File: src/rtl/pipeline_run_ctrl.sv
// Run/step/restart controller producing the global pipeline enable for the five-stage MIPS core.
// Stops on a HALT in writeback and counts enabled cycles with saturation.
module pipeline_run_ctrl #(
  parameter int CNT_W      = 32,
  parameter int STEP_W     = 8,
  parameter int RST_CYCLES = 4
) (
  input  logic              clk,
  input  logic              reset,
  input  logic              cmd_valid,
  input  logic [1:0]        cmd,
  input  logic [STEP_W-1:0] step_n,
  input  logic              halt_w,
  output logic              cmd_ready,
  output logic              pipe_en,
  output logic              pipe_rst,
  output logic              halted,
  output logic              done,
  output logic [2:0]        state,
  output logic [CNT_W-1:0]  cycle_count
);

  typedef enum logic [2:0] {
    S_IDLE    = 3'd0,
    S_RUN     = 3'd1,
    S_STEP    = 3'd2,
    S_PAUSED  = 3'd3,
    S_HALTED  = 3'd4,
    S_RESTART = 3'd5
  } state_t;

  localparam logic [1:0] CMD_PAUSE   = 2'b00;
  localparam logic [1:0] CMD_RUN     = 2'b01;
  localparam logic [1:0] CMD_STEP    = 2'b10;
  localparam logic [1:0] CMD_RESTART = 2'b11;

  state_t              r_state, w_state_nxt;
  logic [STEP_W-1:0]   r_step_cnt, w_step_cnt_nxt;
  logic [3:0]          r_rst_cnt, w_rst_cnt_nxt;
  logic                r_done, w_done_nxt;
  logic [CNT_W-1:0]    r_cycle_count;
  logic                w_accept;
  logic                w_restart;
  logic                w_en;

  assign w_en      = (r_state == S_RUN) || (r_state == S_STEP);
  assign w_accept  = cmd_valid && (r_state != S_RESTART);
  assign w_restart = w_accept && (cmd == CMD_RESTART);

  assign cmd_ready   = (r_state != S_RESTART);
  assign pipe_en     = w_en;
  assign pipe_rst    = (r_state == S_RESTART);
  assign halted      = (r_state == S_HALTED);
  assign done        = r_done;
  assign state       = r_state;
  assign cycle_count = r_cycle_count;

  always_comb begin
    w_state_nxt    = r_state;
    w_step_cnt_nxt = r_step_cnt;
    w_rst_cnt_nxt  = r_rst_cnt;
    w_done_nxt     = 1'b0;
    // RESTART outranks everything, including a HALT arriving on the same edge
    if (w_restart) begin
      w_state_nxt   = S_RESTART;
      w_rst_cnt_nxt = 4'(RST_CYCLES);
    end else begin
      unique case (r_state)
        S_IDLE, S_PAUSED: begin
          if (w_accept && cmd == CMD_RUN) begin
            w_state_nxt = S_RUN;
          end else if (w_accept && cmd == CMD_STEP && step_n != '0) begin
            w_state_nxt    = S_STEP;
            w_step_cnt_nxt = step_n;
          end
        end
        S_RUN: begin
          if (halt_w) begin
            w_state_nxt = S_HALTED;
            w_done_nxt  = 1'b1;
          end else if (w_accept && cmd == CMD_PAUSE) begin
            w_state_nxt = S_PAUSED;
          end
        end
        S_STEP: begin
          w_step_cnt_nxt = r_step_cnt - STEP_W'(1);
          if (halt_w) begin
            w_state_nxt = S_HALTED;
            w_done_nxt  = 1'b1;
          end else if (w_accept && cmd == CMD_PAUSE) begin
            w_state_nxt = S_PAUSED;
          end else if (w_accept && cmd == CMD_RUN) begin
            w_state_nxt = S_RUN;
          end else if (r_step_cnt == STEP_W'(1)) begin
            w_state_nxt = S_PAUSED;
            w_done_nxt  = 1'b1;
          end
        end
        S_HALTED: begin
          w_state_nxt = S_HALTED;
        end
        S_RESTART: begin
          w_rst_cnt_nxt = r_rst_cnt - 4'd1;
          if (r_rst_cnt <= 4'd1) begin
            w_state_nxt = S_IDLE;
          end
        end
        default: begin
          w_state_nxt = S_IDLE;
        end
      endcase
    end
  end

  always_ff @(posedge clk) begin
    if (reset) begin
      r_state       <= S_IDLE;
      r_step_cnt    <= '0;
      r_rst_cnt     <= '0;
      r_done        <= 1'b0;
      r_cycle_count <= '0;
    end else begin
      r_state    <= w_state_nxt;
      r_step_cnt <= w_step_cnt_nxt;
      r_rst_cnt  <= w_rst_cnt_nxt;
      r_done     <= w_done_nxt;
      if (w_restart) begin
        r_cycle_count <= '0;
      end else if (w_en && !(&r_cycle_count)) begin
        r_cycle_count <= r_cycle_count + CNT_W'(1);
      end
    end
  end

endmodule
File: config.mk
export PLATFORM = sky130hd
export DESIGN_NAME = pipeline_run_ctrl
export DESIGN_NICKNAME = d
export VERILOG_FILES = /design/src/rtl/pipeline_run_ctrl.sv
export SDC_FILE = /design/constraint.sdc
export NUM_CORES = 1
export LEC_CHECK = 0
export ABC_CLOCK_PERIOD_IN_PS = 2230
export BUFFER_PORTS_ARGS = -buffer_cell sky130_fd_sc_hd__clkbuf_2
export CORE_MARGIN = 2
export CORE_UTILIZATION = 55
export DETAILED_ROUTE_END_ITERATION = 7
export PLACE_DENSITY = 0.85
export SLEW_MARGIN = 20
export SYNTH_ARGS = -nofsm -noshare
export SYNTH_HDL_FRONTEND = slang
export SYNTH_SLANG_ARGS = --single-unit
File: constraint.sdc
create_clock -name clk -period 2.23 [get_ports clk]
set_input_delay 0 -clock clk [delete_from_list [all_inputs] [get_ports clk]]
set_output_delay 0 -clock clk [all_outputs]
set_load 0.05 [all_outputs]
# == After elaboration in Yosys (flattened, before gate mapping) ==
# Index checks and enable logic that the tools add are counted.
# classes
n_bitwise,1
eq_ne,20
n_addsub,3
n_reduce_logical,20
n_mux,22
n_lt_le_gt_ge,1
# ops
cell,n
$mux 3,12
$add 32x1->32 const B,1
$reduce_and 32->1,1
$mux 8,2
$pmux 8 s2,1
$pmux 3 s5,1
$reduce_and 4->1,3
$eq 8x1->1 const B,1
$reduce_bool 8->1,1
$sub 8x1->8 const B,1
$logic_and 1x1->1,7
$eq 3x2->1 const B,2
$eq 3x3->1 const B,2
$ne 3x3->1 const B,2
$ne 6x3->1 const B,1
$mux 1,5
$ne 5x2->1 const B,1
$eq 2x2->1 const B,2
$le 4x1->1 const B,1
$ne 2x2->1 const B,2
$ne 4x3->1 const B,1
$ne 4x4->1 const B,1
$reduce_bool 2->1,2
$reduce_or 2->1,2
12 further kinds,12
# word_totals
ff_bits,48
output_inout_bits,40
input_bits,14
elab_cells,74

# == Depth between registers and ports, before layout ==
# depth
ltp_word,8
ltp_mapped,8
ltp_nobuf,7

# == Least setup slack after synthesis ==
# No wires, ideal clock.
# synth_timing
path_kind,reg2reg
from,reg r_state[1] (netlist: state[1])
to,reg r_cycle_count[24] (netlist: cycle_count[24])
synth_period_minus_slack_ps,2841
required_ps,2102
arrival_ps,2713
setup_ps,128
path_buffers,2
slack_ps,-611
stages_incl_launch_ff,8
cell_sequence,dfxtp_1 nand3b_2 clkinv_1 nor3_1 or2_2 buf_2 buf_1 nor2_1
# synth_between
elab_chain_len,4
elab_cells_between_ends,8
cone_classes,eq/ne (3); reduce/logical (5)
# synth_lines
element,line_no,source
from (decl),37,"state_t r_state, w_state_nxt;"
from (signal assigned),123,r_state <= w_state_nxt;
$ne 3x3->1,-,
via cmd_ready,14,"output logic cmd_ready,"
$logic_and 1x1->1,47,assign w_accept = cmd_valid && (r_state != S_RESTART);
$logic_and 1x1->1,48,assign w_restart = w_accept && (cmd == CMD_RESTART);
$reduce_or 2->1 (no line),-,
to (signal assigned),130,r_cycle_count <= r_cycle_count + CNT_W'(1);
to (decl),41,logic [CNT_W-1:0] r_cycle_count;
# The timed path passes the listed nets, and every way through them passes these cells.
# A chain may end at the register's enable or synchronous reset.

# == Worst setup path after layout ==
# layout_timing
from,reg r_state[1] (netlist: state[1])
to,reg r_state[0] (netlist: state[0])
# layout_between
elab_chain_len,8
elab_cells_between_ends,25
cone_classes,eq/ne (10); mux (6); reduce/logical (9)
# layout_lines
element,line_no,source
$ne 3x3->1,47,
$logic_and 1x1->1,47,
$logic_and 1x1->1,"70, 92",
$mux 3,92,end else if (w_accept && cmd == CMD_RUN) begin
$mux 3,90,end else if (w_accept && cmd == CMD_PAUSE) begin
$mux 3,87,if (halt_w) begin
$pmux 3 s5,68,unique case (r_state)
$mux 3,64,if (w_restart) begin
# Several ways; a longest one is shown, not always the timed one.

==> out/results.ini <==
[layout]
area_growth_pct=19.35
final_layout_size_suffix_gt1_share_pct=26.08
fill_cells=423
n_antenna_cell=0
layoutNonFillerInstCount=488
postLayoutCoreUtil_pct=67.53
design.final.nets=436
multi_input_logic_area_sq_um=1803
reg_area_sq_um=982.2

[grt]
grt_remaining_overflow=0
top_usage_layer=met2
antenna_found_initial=0
grt_start_max_net_pins=17
grt_use_total_pct=24.00
groute.layer.met1.usage_pct=31.90
first_global_vias=2637
use_met3_pct=5.095
grt_first_pass_wirelength_um=11910
met2_track_usage_gr_pct=39.29

[synthesis]
postSynthRegisterBits=48
postSynthCellCount=361
synth_top_area_share_pct=33.46
yosysMostFrequentCell=dfxtp_1
ys_warn_count=0
synthesis.area_sq_um=2872
synth.largest_area_cell=dfxtp_1
top_cells_by_area_synth=dfxtp_1 (33%), a21oi_1 (6.8%), o21ai_0 (4.9%), nand2_1 (4.2%), or3_1 (3.5%)
syn_area_per_cell_sq_um=7.954
number_of_unique_standard_cell_types_used_by_synthesis=60
synthArstFlopShare_pct=0
netlist_top_cells_count=dfxtp_1 (48), a21oi_1 (39), nand2_1 (32)
synth_seq_area_share_pct=33.46
synth-edff-count=0
synth_fp_nets=380
synth_ff_type=dfxtp_1

[routing]
detail_route.vias_per_cell=6.023
routed_wire_length_per_instance_um=14.22
postRouteAntennaNets=0
detailroute.via_count=2939
detailedRoute.firstIterationViolations=227
drc_errors=0
drt_first_pass_iters=4
wirelength_um=6939

[clocking]
clkSlewWorstSetupHoldPaths_ps=90
setup_bufs_post_cts=0
clock_sinks=48
cts_htree_levels=2
clock_insertion_delay_worst_skew_ps=310
cts_inserted_buffers=5
cts_tree=done
clock_tree.root_cell=clkbuf_8
cts.path.max_buffers=2

[sta]
setup_viol=0
totalNegativeSetupSlack_ps=0
slew_headroom_pct=57.17
final-hold-violation-count=0
post-route-worst-setup-slack_ps=139.6
final.hold.worst_slack_ps=23.19
rsz0062_at_grt=false
post-route-period-util_pct=93.74
clock.fmax_ghz=0.4784
layout_min_cycle_time_ps=2090
worstMarginPinSlew_ps=639.5
fin_worst_skew_ps=7.411
timing_max_transition_violations_final=0

[floorplan]
initial_utilization_pct=56.58
boundaryPins=54
die_area_sq_um=5815
fp-row-count=26
die_w_um=76.26
core-area_sq_um=5075
floorplan.die.height_um=76.26

[worst_setup_path]
crit_required_ps=2430
critical_path.slowest_cell=dfxtp_2
timing.critical_path.slowest_cell_delay_ps=500
crit_path_dat_ps=2300
critPathMostFrequentCell=a311oi_1
worstPathCellList=or3b_1 -> a2111oi_2 -> a311oi_1 -> a22o_1 -> a311oi_1
cp-start-kind=flop
critical_path_peak_fanout=14
worstSetupEndpointType=flop
worstSetupPathType=flop to flop

[run]
cap_violations=0

[placed_design]
globalplace.congestion=0.9230
placedCellCount=480
port-buffer-count=53
pre_cts_ws_ps=185.0
dp_hpwl_um=5035

[power_and_ir_drop]
vdd.ir_drop.worst_v=0.0004215
p_per_area_nw_per_um2=892.9
total_leakage_power_nw=1.343

[worst_hold_path]
hold_class=input port to flop

[run_status]
result_of_the_run=complete, no violations

## flip-flops by register name (all words and copies together), names as in the netlist
signal	count
done	1
r_rst_cnt	4
r_step_cnt	8
cycle_count	32
state	3
## power by group
part           internal (mW)  switching [mW]  total, mW  leakage, nW
logic                  0.438           0.736       1.17        0.878
registers              0.958           0.167       1.12        0.397
clock network          0.452           0.310      0.762       0.0687
total                   1.85            1.21       3.06         1.34
## through the flow
step | instance area (sq um) | power, mW
finish | 3427 | 3.060
global route | 3427 | 3.241
CTS | 3417 | 3.050
detailed placement | 3279 | 2.297
global placement | 3279 | 2.259
floorplan | 2909 | 2.000
## worst max-delay path, delay by kind of cell, from the launching register on
kind / cells / cell delay [ps]
simple gates: 1 / 430
compound gates: 4 / 1070
flops: 1 / 500
## kinds of logic (layout without fill, tap and decap cells)
logic type | count (synthesis) | after routing | synth area share (%)
AND/OR/NAND/NOR | 158 | 158 | 32.20
AO/OA/AOI/OAI | 107 | 107 | 23.40
adder cells (fa/ha/maj) | 5 | 5 | 2.179
multiplexers | 6 | 6 | 2.092
flip-flops | 48 | 48 | 33.46
buffers and inverters | 31 | 88 | 4.575
XOR/XNOR | 6 | 6 | 2.092
## layout make-up
cell class                      count  area share, %
Inverter                           14          1.570
Sequential cell                    48          28.66
Multi-Input combinational cell    282          52.61
Timing Repair Buffer               66          10.59
Clock buffer                        5          2.008
Clock inverter                      3          2.008
Tap cell                           70          2.556
## layout by cell type, fill, tap and decap left out, drive strengths merged, types with 4 or more instances in the layout
cell type | Yosys | final
a211oi | 6 | 6
a21oi | 39 | 39
a31oi | 5 | 5
and2 | 4 | 4
and3 | 4 | 4
buf | 10 | 13
clkbuf | 7 | 58
dfxtp | 48 | 48
ha | 5 | 5
inv | 13 | 14
mux2i | 6 | 6
nand2 | 32 | 32
nand2b | 8 | 8
nand3 | 14 | 14
nand4 | 9 | 9
nor2 | 25 | 25
nor3 | 8 | 8
nor4 | 11 | 11
o21ai | 28 | 28
o31ai | 6 | 6
or3 | 16 | 16
or4 | 6 | 6
xnor2 | 4 | 4
## final timing paths
check | cells past startpoint | end | from | slack, ps
min reg2reg | 2 | r_step_cnt[1] | r_step_cnt[1] | 490
max reg2reg | 5 | state[0] | state[1] | 140
max | 5 | state[0] | state[1] | 140
min | 4 | r_step_cnt[2] | step_n[2] | 20
## metal layers
| metal | vias to the layer above | part of all wire, % |
|---|---|---|
| met5 | - | 0 |
| met4 | 0 | 0.76 |
| met3 | 8 | 5.7 |
| met2 | 92 | 49 |
| met1 | 1382 | 45 |
| li1 | 1457 | - |
## what timing repair did
item | 4_1_cts | 5_1_grt
hold buffers | 0 | 0
endpoints found under the setup margin | 0 | 5
gates resized for setup | 0 | 2
No activity file was read; power rests on OpenSTA's default activity.
